<file path="src/rtl/sch_test_pkg.sv">
// Shared constants, FSM state type and bit-order helpers for the SPI loopback block.
// Build macro SCH_TEST_SLAVE_LSB_FIRST_EN selects an LSB-first frame.
package sch_test_pkg;

    localparam int WORD_W       = 16;
    localparam int CB_W         = 8;
    localparam int FRAME_BITS   = 16;
    localparam int TACT_DIV_DEF = 4;

    typedef enum logic {
        ST_IDLE = 1'b0,
        ST_BUSY = 1'b1
    } state_e;

    // The three helpers below are the only place where bit order is decided.
    function automatic logic txBit(input logic [WORD_W-1:0] sr);
`ifdef SCH_TEST_SLAVE_LSB_FIRST_EN
        return sr[0];
`else
        return sr[WORD_W-1];
`endif
    endfunction

    function automatic logic [WORD_W-1:0] txShift(input logic [WORD_W-1:0] sr);
`ifdef SCH_TEST_SLAVE_LSB_FIRST_EN
        return {1'b0, sr[WORD_W-1:1]};
`else
        return {sr[WORD_W-2:0], 1'b0};
`endif
    endfunction

    function automatic logic [WORD_W-1:0] rxShift(input logic [WORD_W-1:0] sr, input logic b);
`ifdef SCH_TEST_SLAVE_LSB_FIRST_EN
        return {b, sr[WORD_W-1:1]};
`else
        return {sr[WORD_W-2:0], b};
`endif
    endfunction

endpackage

</file>
<file path="src/rtl/spi_slave16.sv">
// SPI slave half of the loopback: TX/RX shift registers and the received word.
// Bit order follows SCH_TEST_SLAVE_LSB_FIRST_EN through the package helpers.
module spi_slave16
    import sch_test_pkg::*;
(
    input  logic              clk,
    input  logic              rst_n,
    input  logic              start_i,
    input  logic              rise_i,
    input  logic              fall_i,
    input  logic              done_i,
    input  logic              mosi_i,
    input  logic [WORD_W-1:0] stxDat_i,
    output logic              miso_o,
    output logic [WORD_W-1:0] srStx_o,
    output logic [WORD_W-1:0] srSrx_o,
    output logic [WORD_W-1:0] srxDat_o
);

    logic [WORD_W-1:0] srStx_q, srStx_d;
    logic [WORD_W-1:0] srSrx_q, srSrx_d;
    logic [WORD_W-1:0] srxDat_q, srxDat_d;

    always_comb begin
        srStx_d  = srStx_q;
        srSrx_d  = srSrx_q;
        srxDat_d = srxDat_q;
        if (start_i) begin
            srStx_d = stxDat_i;
            srSrx_d = '0;
        end else begin
            if (rise_i) srSrx_d = rxShift(srSrx_q, mosi_i);
            if (fall_i) srStx_d = txShift(srStx_q);
            // The receive register is already complete before the last falling edge.
            if (done_i) srxDat_d = srSrx_q;
        end
    end

    always_ff @(posedge clk or negedge rst_n) begin
        if (!rst_n) begin
            srStx_q  <= '0;
            srSrx_q  <= '0;
            srxDat_q <= '0;
        end else begin
            srStx_q  <= srStx_d;
            srSrx_q  <= srSrx_d;
            srxDat_q <= srxDat_d;
        end
    end

    assign miso_o   = txBit(srStx_q);
    assign srStx_o  = srStx_q;
    assign srSrx_o  = srSrx_q;
    assign srxDat_o = srxDat_q;

endmodule

</file>
<file path="src/rtl/sch_test_slave.sv">
// 16-bit SPI loopback test block: master, prescaler and bit counter around spi_slave16.
// Define SCH_TEST_SLAVE_LSB_FIRST_EN for an LSB-first frame; timing is unchanged.
module sch_test_slave
    import sch_test_pkg::*;
#(
    parameter int TACT_DIV = TACT_DIV_DEF
) (
    input  logic              clk,
    input  logic              RESET,
    input  logic              st,
    input  logic [WORD_W-1:0] MTX_DAT,
    input  logic [WORD_W-1:0] STX_DAT,
    output logic              LOAD,
    output logic              SCLK,
    output logic              MOSI,
    output logic              MISO,
    output logic [WORD_W-1:0] MRX_DAT,
    output logic [WORD_W-1:0] SRX_DAT,
    output logic [WORD_W-1:0] sr_MTX,
    output logic [WORD_W-1:0] sr_MRX,
    output logic [WORD_W-1:0] sr_STX,
    output logic [WORD_W-1:0] sr_SRX,
    output logic [CB_W-1:0]   cb_bit,
    output logic              ce_tact
);

    localparam int PS_W = (TACT_DIV > 2) ? $clog2(TACT_DIV) : 1;

    state_e            state_q, state_d;
    logic [PS_W-1:0]   psCnt_q, psCnt_d;
    logic              sclk_q, sclk_d;
    logic [WORD_W-1:0] srMtx_q, srMtx_d;
    logic [WORD_W-1:0] srMrx_q, srMrx_d;
    logic [WORD_W-1:0] mrxDat_q, mrxDat_d;
    logic [CB_W-1:0]   cbBit_q, cbBit_d;

    logic busy, startPulse, ceTact, riseStb, fallStb, frameDone;
    logic mosiW, misoW;

    assign busy       = (state_q == ST_BUSY);
    assign startPulse = st && !busy;
    assign ceTact     = busy && (psCnt_q == PS_W'(TACT_DIV - 1));
    assign riseStb    = ceTact && !sclk_q;
    assign fallStb    = ceTact && sclk_q;
    assign frameDone  = fallStb && (cbBit_q == CB_W'(FRAME_BITS - 1));

    always_ff @(posedge clk or negedge RESET) begin
        if (!RESET) state_q <= ST_IDLE;
        else        state_q <= state_d;
    end

    always_comb begin
        state_d = state_q;
        case (state_q)
            ST_IDLE: if (st)        state_d = ST_BUSY;
            ST_BUSY: if (frameDone) state_d = ST_IDLE;
            default:                state_d = ST_IDLE;
        endcase
    end

    always_comb begin
        LOAD    = (state_q == ST_IDLE);
        ce_tact = ceTact;
    end

    always_comb begin
        psCnt_d  = psCnt_q;
        sclk_d   = sclk_q;
        srMtx_d  = srMtx_q;
        srMrx_d  = srMrx_q;
        mrxDat_d = mrxDat_q;
        cbBit_d  = cbBit_q;
        if (startPulse) begin
            psCnt_d = '0;
            sclk_d  = 1'b0;
            srMtx_d = MTX_DAT;
            srMrx_d = '0;
            cbBit_d = '0;
        end else if (busy) begin
            psCnt_d = ceTact ? '0 : psCnt_q + PS_W'(1);
            if (ceTact)    sclk_d   = ~sclk_q;
            if (riseStb)   srMrx_d  = rxShift(srMrx_q, misoW);
            if (fallStb) begin
                srMtx_d = txShift(srMtx_q);
                cbBit_d = cbBit_q + CB_W'(1);
            end
            if (frameDone) mrxDat_d = srMrx_q;
        end
    end

    always_ff @(posedge clk or negedge RESET) begin
        if (!RESET) begin
            psCnt_q  <= '0;
            sclk_q   <= 1'b0;
            srMtx_q  <= '0;
            srMrx_q  <= '0;
            mrxDat_q <= '0;
            cbBit_q  <= '0;
        end else begin
            psCnt_q  <= psCnt_d;
            sclk_q   <= sclk_d;
            srMtx_q  <= srMtx_d;
            srMrx_q  <= srMrx_d;
            mrxDat_q <= mrxDat_d;
            cbBit_q  <= cbBit_d;
        end
    end

    assign mosiW = txBit(srMtx_q);

    spi_slave16 uSlave (
        .clk      (clk),
        .rst_n    (RESET),
        .start_i  (startPulse),
        .rise_i   (riseStb),
        .fall_i   (fallStb),
        .done_i   (frameDone),
        .mosi_i   (mosiW),
        .stxDat_i (STX_DAT),
        .miso_o   (misoW),
        .srStx_o  (sr_STX),
        .srSrx_o  (sr_SRX),
        .srxDat_o (SRX_DAT)
    );

    assign SCLK    = sclk_q;
    assign MOSI    = mosiW;
    assign MISO    = misoW;
    assign MRX_DAT = mrxDat_q;
    assign sr_MTX  = srMtx_q;
    assign sr_MRX  = srMrx_q;
    assign cb_bit  = cbBit_q;

endmodule

</file>
<file path="config.mk">
export PLATFORM = sky130hd
export DESIGN_NAME = sch_test_slave
export DESIGN_NICKNAME = d
export VERILOG_FILES = /design/src/rtl/sch_test_pkg.sv /design/src/rtl/spi_slave16.sv /design/src/rtl/sch_test_slave.sv
export SDC_FILE = /design/constraint.sdc
export NUM_CORES = 1
export LEC_CHECK = 0
export ABC_AREA = 1
export ABC_CLOCK_PERIOD_IN_PS = 3000
export BUFFER_PORTS_ARGS = -buffer_cell sky130_fd_sc_hd__buf_2
export CAP_MARGIN = 10
export CORE_MARGIN = 2
export CORE_UTILIZATION = 52
export CTS_CLUSTER_DIAMETER = 200
export DETAILED_ROUTE_END_ITERATION = 16
export GPL_TIMING_DRIVEN = 0
export PLACE_DENSITY = 0.81
export SYNTH_ARGS = -nofsm -noshare
export SYNTH_HDL_FRONTEND = slang
export SYNTH_SLANG_ARGS = --single-unit
</file>
<file path="constraint.sdc">
create_clock -name clk -period 3 [get_ports clk]
set_clock_uncertainty 0.2 [all_clocks]
set_input_delay 0.15 -clock clk [delete_from_list [all_inputs] [get_ports clk]]
set_output_delay 0.15 -clock clk [all_outputs]
set_load 0.05 [all_outputs]
</file>
==> results of run 1 <==
[registers in the layout (all words and copies together) (netlist names)]
signal and cells:
sr_MRX 16, uSlave.srSrx_o 16, sr_MTX 16, psCnt_q 2
MRX_DAT 16, SCLK 1, cb_bit 8, busy 1
uSlave.srStx_o 16, uSlave.srxDat_o 16
[stage by stage]
step	hold WS (ns)	setup WS (ns)	cell area (µm²)	instances	power, mW
floorplan	-0.346	1.02	4550	444	3.74
global placement	0.171	0.398	5410	695	4.28
detailed placement	0.0432	1.23	5440	696	4.34
CTS	0.177	0.778	5970	747	5.21
global route	0.207	0.630	5970	747	5.47
finish	0.155	0.764	5970	747	5.21
[metal layers]
metal	routed length (µm)	share of wire (%)	up-vias
li1	-	-	1861
met1	4880	43	1901
met2	5690	50	164
met3	807	7.0	9
met4	93	0.81	0
met5	0	0	-
[where the power goes]
part           leakage (nW)  switching, mW  total, mW  internal (mW)
logic                  1.81           1.77       2.30          0.536
clock network        0.0909          0.522      0.843          0.320
registers              1.46          0.281       2.06           1.78
total                  3.37           2.57       5.21           2.63
[cell type report]
| type | instances | area [µm²] |
|---|---|---|
| Inverter | 31 | 121 |
| Clock buffer | 10 | 128 |
| Timing Repair Buffer | 179 | 1100 |
| Clock inverter | 6 | 56.3 |
| Sequential cell | 108 | 2700 |
| Multi-Input combinational cell | 281 | 1560 |
| Fill cell | 675 | 2620 |
| Buffer | 24 | 170 |
| Tap cell | 108 | 135 |
[placed cells by master, fill, tap and decap left out, types with 16 or more instances in the layout]
master         count
buf_2            155
nand2_1          121
dfrtp_1          108
nand3_1           37
dlygate4sd3_1     35
a22oi_1           26
inv_1             24
nand2_2           19
o21ai_2           19
o22ai_1           16
[worst max path at each step]
stage / start / endpoint / slack (ns) / cells past startpoint
finish: psCnt_q[0]$_DFFE_PN0P_ / sr_MTX[15]$_DFFE_PN0P_ / 0.76 / 7
global route: psCnt_q[0]$_DFFE_PN0P_ / sr_MTX[15]$_DFFE_PN0P_ / 0.63 / 7
CTS: psCnt_q[0]$_DFFE_PN0P_ / sr_MTX[15]$_DFFE_PN0P_ / 0.78 / 7
detailed placement: psCnt_q[0]$_DFFE_PN0P_ / sr_MRX[11]$_DFFE_PN0P_ / 1.23 / 7
global placement: RESET / sr_MTX[5]$_DFFE_PN0P_ / 0.40 / 1
floorplan: cb_bit[0]$_DFFE_PN0P_ / uSlave.srxDat_o[0]$_DFFE_PN0P_ / 1.02 / 7
[repair_timing]
action / CTS / global route
setup buffers: 0 / 0
hold buffers: 35 / 0
hold endpoints to repair: 87 / 0
[cells by family after synthesis]
kind of cell / share of synthesized area, %
muxes: 0.220
AOI/OAI and AO/OA: 13.0
and+or+nand+nor: 20.5
buffers and inverters: 6.40
adders and majority gates: 0.549
DFF: 59.3
[synthesized netlist by cell type, drive strengths merged, types with 2 or more instances]
cell type | instances | area, µm²
o21ai | 24 | 191
o22ai | 17 | 113
a22o | 4 | 35.0
ha | 2 | 25.0
buf | 23 | 166
a21oi | 4 | 20.0
dfrtp | 108 | 2700
nand2 | 143 | 607
nor2 | 14 | 92.6
o211ai | 2 | 15.0
nand3 | 38 | 203
a22oi | 26 | 195
inv | 31 | 121
==> impl_metrics.json, run 1 <==
{
  "portBuffers": 143,
  "vias_per_cell": 5.27,
  "critPathLaunchType": "flop",
  "cts.htree.levels": 3,
  "synth_cells": 444,
  "layout.nets": 671,
  "crit_fanout": 10,
  "required_ns": 3.10,
  "hold_viol": 0,
  "clockBufferDepth": 2,
  "slowest_stage": "dlygate4sd3_1",
  "grt_max_degree": 57,
  "synth-seq-area-share_pct": 59.3,
  "grt_pass1_wl_um": 18900,
  "p_per_area_mw_per_mm2": 872,
  "core_mm2": 0.00859,
  "grt_pass1_vias": 3919,
  "grt_use_total_pct": 24.2,
  "synth_ff_type": "dfrtp_1",
  "drive_above_1_share_pct": 36.9,
  "antenna_cells": 0,
  "die_h_um": 97.6,
  "tightest_slew_ns": 0.695,
  "path_buf_inv": 3,
  "drt-total-wl_um": 11500,
  "final.period_utilization_pct": 74.5,
  "cts.repair.resized": 0,
  "ys_seq_elements": 108,
  "async_flop_share_pct": 100,
  "die_area_mm2": 0.00952,
  "synth.cell_area_mm2": 0.00455,
  "gp_congestion": 0.769,
  "ir_worst_vdd_uv": 534,
  "r2r_slack_ns": 0.76,
  "final_core_util_pct": 69.5,
  "r2r_cells": 7,
  "num_vias": 3935,
  "path_clk_slew_ns": 0.11,
  "antenna_left": 0,
  "cts_made_buffers": 9,
  "syn_to_final_growth_pct": 31.1,
  "rows": 34,
  "yosys_warnings": 0,
  "synthDistinctLibCells": 32,
  "crit_family": "buffers and inverters",
  "cts_root_buf": "clkbuf_8",
  "r2r-end": "sr_MTX[15]$_DFFE_PN0P_",
  "dr.pass1.iters": 5,
  "rsz0062_at_grt": "no",
  "synthesis.nets": 481,
  "fin_setup_tns_ns": 0,
  "dp_hpwl_um": 7600,
  "leakagePower_nw": 3.37,
  "grt-ovfl-total": 0,
  "status": "complete, no violations",
  "grt.busiest_layer": "met2",
  "start_util_pct": 53.0,
  "routedWlPerCell_um": 15.3,
  "slowest_delay_ns": 0.56,
  "finalMaxSlewViolations": 0,
  "period_minus_slack_ns": 2.24,
  "path_class": "flop to flop",
  "synth.avg_cell_area_um2": 10.3,
  "crit_arrival_ns": 2.33,
  "antenna_found_initial": 0,
  "reg2reg_from": "psCnt_q[0]$_DFFE_PN0P_",
  "grtUsageMet3_pct": 5.97,
  "cts_sinks": 108,
  "max_cap_violations": 0,
  "use_met1_pct": 32.6,
  "finalSetupViolCount": 0,
  "ios": 144,
  "worstPathCellList": "ha_1 -> nand3_4 -> inv_2 -> buf_2 -> nand3_1 -> o211ai_1 -> dlygate4sd3_1",
  "cts_tree": "done",
  "clk_latency_ns": 0.37,
  "max_freq_mhz": 447,
  "relSlewSlack_pct": 53.7,
  "hp-class": "primary input to async pin",
  "die_x_um": 97.6,
  "cp-end-kind": "flop",
  "synth_edf_count": 0,
  "use_met2_pct": 40.4,
  "route.detailed.drc": 0,
  "drt-initial-drc-count": 165
}
Note: power is estimated with default switching activity, not from simulation.
==> run 2: changes to the inputs <==
--- a/config.mk
+++ b/config.mk
@@ -6,15 +6,15 @@
 export NUM_CORES = 1
 export LEC_CHECK = 0
 export ABC_AREA = 1
-export ABC_CLOCK_PERIOD_IN_PS = 3000
+export ABC_CLOCK_PERIOD_IN_PS = 2300
 export BUFFER_PORTS_ARGS = -buffer_cell sky130_fd_sc_hd__buf_2
 export CAP_MARGIN = 10
 export CORE_MARGIN = 2
-export CORE_UTILIZATION = 52
+export CORE_UTILIZATION = 51
 export CTS_CLUSTER_DIAMETER = 200
 export DETAILED_ROUTE_END_ITERATION = 16
 export GPL_TIMING_DRIVEN = 0
-export PLACE_DENSITY = 0.81
+export PLACE_DENSITY = 0.8
 export SYNTH_ARGS = -nofsm -noshare
 export SYNTH_HDL_FRONTEND = slang
 export SYNTH_SLANG_ARGS = --single-unit
==> constraint.sdc (replaced) <==
create_clock -name clk -period 2.3 [get_ports clk]
set_clock_uncertainty 0.2 [all_clocks]
set_input_delay 0.115 -clock clk [delete_from_list [all_inputs] [get_ports clk]]
set_output_delay 0.115 -clock clk [all_outputs]
set_load 0.05 [all_outputs]
==> run 2 against run 1 <==
Cell area barely moved. Die area rose by 1.9%. Total power rose by 30%. Sequential share of layout area barely moved. Via count rose by 0.51%. Combinational power rose by 31%. Sequential power rose by 31%. Worst hold slack improved by 0.0055 ns. Maximum frequency rose by 4.1%. Clock power rose by 29%. Register-to-register slack got worse by 0.61 ns. Critical endpoint unchanged. Highest routed layer unchanged.
==> impl_metrics.json, run 2 (synthesized netlist as in run 1, its figures left out) <==
{
  "num_vias": 3955,
  "die_h_um": 98.5,
  "grt_pass1_vias": 3832,
  "cts_tree": "done",
  "grt_use_total_pct": 23.6,
  "rsz0062_at_grt": "no",
  "start_util_pct": 52.5,
  "ios": 144,
  "final_common_cell": "buf_2",
  "gp_congestion": 0.786,
  "route.detailed.drc": 0,
  "status": "complete, no violations",
  "grt_pass1_wl_um": 18500,
  "vias_per_cell": 5.29,
  "crit_family": "buffers and inverters",
  "routedWlPerCell_um": 15.2,
  "dp_hpwl_um": 7630,
  "postPlaceCellArea_mm2": 0.00544,
  "rows": 34,
  "mostFrequentLayoutCells": "154 x buf_2, 121 x nand2_1, 108 x dfrtp_1, 37 x nand3_1, 36 x dlygate4sd3_1",
  "slowest_stage": "dlygate4sd3_1",
  "syn_to_final_growth_pct": 31.2,
  "hold_viol": 0,
  "core_mm2": 0.00868,
  "finalMaxSlewViolations": 0,
  "worstPathCellList": "inv_2 -> nand2_4 -> inv_2 -> buf_2 -> nand2_1 -> o211ai_1 -> dlygate4sd3_1",
  "antenna_cells": 0,
  "layout.nets": 671,
  "path_class": "flop to flop",
  "post_cts_buffers": 0,
  "final_core_util_pct": 68.8,
  "max_freq_mhz": 465,
  "dr.pass1.iters": 5,
  "cts.repair.resized": 0,
  "cts_sinks": 108,
  "cts_made_buffers": 9,
  "crit_fanout": 10,
  "stdcell_area_mm2": 0.00597,
  "final.period_utilization_pct": 93.4,
  "tightest_slew_ns": 0.713,
  "leakagePower_nw": 3.37,
  "period_minus_slack_ns": 2.15,
  "grt-ovfl-total": 0,
  "cts_root_buf": "clkbuf_8",
  "drt-total-wl_um": 11300,
  "critPathLaunchType": "flop",
  "clk_latency_ns": 0.37,
  "grt_max_degree": 56,
  "cts.htree.levels": 3,
  "relSlewSlack_pct": 52.5,
  "path_clk_slew_ns": 0.11,
  "path_buf_inv": 4,
  "antenna_found_initial": 0,
  "antenna_left": 0,
  "ir_worst_vdd_uv": 794,
  "die_x_um": 98.5,
  "drt-initial-drc-count": 135,
  "portBuffers": 143,
  "hp-class": "primary input to async pin",
  "cp-end-kind": "flop",
  "required_ns": 2.41,
  "slowest_delay_ns": 0.56,
  "clockBufferDepth": 2,
  "drive_above_1_share_pct": 36.8,
  "cpMostUsedCell": "inv_2",
  "max_cap_violations": 0,
  "crit_arrival_ns": 2.26,
  "finalSetupViolCount": 0,
  "die_area_mm2": 0.00970,
  "p_per_area_mw_per_mm2": 1140
}
-- run 2: cell count changes in the layout (fill, tap and decap cells not counted) --
cell           delta
dlygate4sd3_1     +1
clkinv_4          -1
buf_2             -1
inv_6             +1
-- run 2: worst paths after layout --
| check | startpoint | end | slack, ns | depth (start not counted) |
|---|---|---|---|---|
| max | busy$_DFF_PN0_ | sr_MTX[15]$_DFFE_PN0P_ | 0.15 | 7 |
| min | RESET | MRX_DAT[10]$_DFFE_PN0P_ | 0.16 | 2 |
| max reg2reg | busy$_DFF_PN0_ | sr_MTX[15]$_DFFE_PN0P_ | 0.15 | 7 |
| min reg2reg | uSlave.srxDat_o[6]$_DFFE_PN0P_ | uSlave.srxDat_o[6]$_DFFE_PN0P_ | 0.27 | 2 |
| max in group asynchronous | RESET | cb_bit[1]$_DFFE_PN0P_ | 1.04 | 3 |
| min in group clk | uSlave.srxDat_o[6]$_DFFE_PN0P_ | uSlave.srxDat_o[6]$_DFFE_PN0P_ | 0.27 | 2 |
-- run 2: metal layers --
layer	vias to the layer above	share of wire, %	global-route usage (%)
met5	-	0	0
met4	0	1.4	6.95
met3	17	7.0	5.82
met2	153	50	39.5
met1	1927	42	30.8
li1	1858	-	-
-- run 2: final cells by class --
| cell class | count | area [µm²] |
|---|---|---|
| Buffer | 23 | 165 |
| Clock buffer | 10 | 128 |
| Clock inverter | 6 | 56.3 |
| Fill cell | 670 | 2700 |
| Inverter | 31 | 121 |
| Multi-Input combinational cell | 281 | 1560 |
| Sequential cell | 108 | 2700 |
| Tap cell | 108 | 135 |
| Timing Repair Buffer | 180 | 1110 |
-- run 2: stage by stage --
step	total power, mW	cells	hold WS (ns)	TNS [ns]	worst slack [ns]
2_1_floorplan	4.88	444	-0.381	0	0.325
3_3_place_gp	5.58	695	0.134	-30.08	-0.286
3_5_place_dp	5.65	696	0.0164	0	0.537
4_1_cts	6.82	748	0.159	0	0.0942
5_1_grt	7.13	747	0.208	0	0.0187
6_report	6.79	747	0.160	0	0.151
-- run 2: timing repair --
item | CTS | global route
endpoints found under the setup margin | 0 | 2
hold buffers | 36 | 0
endpoints found under the hold margin | 89 | 0
-- run 2: power breakdown --
group | switching [mW] | leakage, nW | internal, mW
registers | 0.369 | 1.46 | 2.32
clock network | 0.674 | 0.0913 | 0.420
logic | 2.30 | 1.82 | 0.704
==> run 3: changes to the inputs <==
--- a/config.mk
+++ b/config.mk
@@ -15,6 +15,7 @@
 export DETAILED_ROUTE_END_ITERATION = 16
 export GPL_TIMING_DRIVEN = 0
 export PLACE_DENSITY = 0.8
+export SETUP_SLACK_MARGIN = 0.3
 export SYNTH_ARGS = -nofsm -noshare
 export SYNTH_HDL_FRONTEND = slang
 export SYNTH_SLANG_ARGS = --single-unit
==> run 3 against run 2 <==
Sequential share of layout area grew 0.11 points. Non-clock buffer count shrank 1. First-iteration DRC count grew 2.2%. Critical path type unchanged. Largest cell class unchanged.
==> impl_metrics.json, run 3 (synthesized netlist as in run 1, its figures left out) <==
{
  "antenna_found_initial": 0,
  "path_clk_slew_ns": 0.10,
  "final_cell_count_no_fill": 746,
  "vias_per_cell": 5.29,
  "clockBufferDepth": 2,
  "critPathLaunchType": "flop",
  "leakagePower_nw": 3.36,
  "max_freq_mhz": 567,
  "antenna_cells": 0,
  "required_ns": 2.36,
  "routedWlPerCell_um": 15.2,
  "cts.htree.levels": 3,
  "cp-end-kind": "flop",
  "dr.pass1.iters": 4,
  "cts_tree": "done",
  "share_seq_of_total_power_pct": 39.7,
  "rows": 34,
  "rsz0062_at_grt": "no",
  "drive_above_1_share_pct": 37.0,
  "p_sw_mw": 3.34,
  "max_cap_violations": 0,
  "final.period_utilization_pct": 76.7,
  "portBuffers": 143,
  "holdWs_ns": 0.163,
  "dp_cells": 696,
  "route.detailed.drc": 0,
  "period_minus_slack_ns": 1.76,
  "cts.repair.resized": 0,
  "grt_pass1_wl_um": 18400,
  "grt_pass1_vias": 3823,
  "final_common_cell": "buf_2",
  "cts_root_buf": "clkbuf_8",
  "grt_max_degree": 56,
  "p_per_area_mw_per_mm2": 1140,
  "die_area_mm2": 0.00970,
  "mostFrequentLayoutCells": "155 x buf_2, 121 x nand2_1, 108 x dfrtp_1, 37 x nand3_1, 34 x dlygate4sd3_1",
  "core_mm2": 0.00868,
  "antenna_left": 0,
  "status": "complete, no violations",
  "finalSetupViolCount": 0,
  "cts_made_buffers": 9,
  "finalMaxSlewViolations": 0,
  "die_h_um": 98.5,
  "switching_share_pct": 49.4,
  "hold_viol": 0,
  "grt_use_total_pct": 23.6,
  "ios": 144,
  "fin_setup_tns_ns": 0,
  "grt-ovfl-total": 0,
  "regArea_mm2": 0.00270,
  "tightest_slew_ns": 0.727,
  "post_cts_buffers": 0,
  "ir_worst_vdd_uv": 794,
  "relSlewSlack_pct": 51.6,
  "hp-class": "primary input to async pin",
  "layout.nets": 670,
  "r2r_slack_ns": 0.54,
  "clk_latency_ns": 0.37,
  "die_x_um": 98.5,
  "num_vias": 3945,
  "start_util_pct": 52.5,
  "p_int_mw": 3.43,
  "drt-initial-drc-count": 138,
  "cts_sinks": 108,
  "path_class": "flop to flop",
  "syn_to_final_growth_pct": 30.9,
  "pwr-share-clk_pct": 16.2,
  "multiInputGateArea_mm2": 0.00156,
  "dp_hpwl_um": 7630,
  "crit_arrival_ns": 1.82,
  "power_frac_comb_pct": 44.1,
  "gp_congestion": 0.786,
  "drt-total-wl_um": 11300,
  "fill_cells": 668,
  "crit_fanout": 10
}
-- run 3: cell count changes in the layout (fill, tap and decap cells not counted) --
| cell | previous run | this run |
|---|---|---|
| dlygate4sd3_1 | 36 | 34 |
| buf_2 | 154 | 155 |
-- run 3: what timing repair did --
action	CTS	global route
hold endpoints to repair	89	0
setup endpoints to repair	0	0
hold buffers	34	0
-- run 3: per-layer routing --
layer	vias to the layer above	track usage, %	share of wire (%)
li1	1857	-	-
met1	1907	30.8	42
met2	163	39.5	49
met3	18	5.82	7.1
met4	0	6.95	1.5
met5	-	0	0
-- run 3: cell type report --
type,instances,share of cell area (%)
clock inverter,6,0.945
inverter,31,2.04
buffer,24,2.86
sequential,108,45.3
clock buffer,10,2.14
tap,108,2.27
multi-input combinational,281,26.2
timing repair buffer,178,18.2
-- run 3: per-stage QoR --
step                util (%)  setup slack [ns]  power, mW  cell area [µm²]
finish                  68.7             0.536       6.77             5960
global route            68.7             0.385       7.11             5960
CTS                     68.7             0.526       6.80             5960
detailed placement      62.6             0.537       5.65             5440
global placement        62.3            -0.286       5.58             5410
floorplan                  -             0.325       4.88             4550
-- run 3: worst max-delay path: stages (launching register included) --
cell,delay (ns)
dfrtp_1,0.39
ha_1,0.26
nand3_4,0.19
nand2_4,0.17
inv_2,0.07
buf_2,0.19
a22o_1,0.19
-- run 3: final timing paths --
check                                                from                        endpoint  depth (start not counted)
min in group clk           uSlave.srxDat_o[6]$_DFFE_PN0P_  uSlave.srxDat_o[6]$_DFFE_PN0P_                          2
setup / recovery                   psCnt_q[0]$_DFFE_PN0P_           cb_bit[1]$_DFFE_PN0P_                          6
hold reg to reg            uSlave.srxDat_o[6]$_DFFE_PN0P_  uSlave.srxDat_o[6]$_DFFE_PN0P_                          2
hold / removal                                      RESET         MRX_DAT[10]$_DFFE_PN0P_                          2
setup reg to reg                   psCnt_q[0]$_DFFE_PN0P_           cb_bit[1]$_DFFE_PN0P_                          6
max in group asynchronous                           RESET           cb_bit[1]$_DFFE_PN0P_                          3
-- run 3: power groups by stage --
| stage | clock [mW] | sequential (mW) | combinational, mW |
|---|---|---|---|
| after CTS | 1.13 | 2.68 | 2.99 |
| after detailed placement | 0 | 2.70 | 2.95 |
| after global routing | 1.20 | 2.74 | 3.17 |
| after global placement | 0 | 2.69 | 2.90 |
| after floorplan | 0 | 4.07 | 0.807 |
| final | 1.10 | 2.69 | 2.99 |
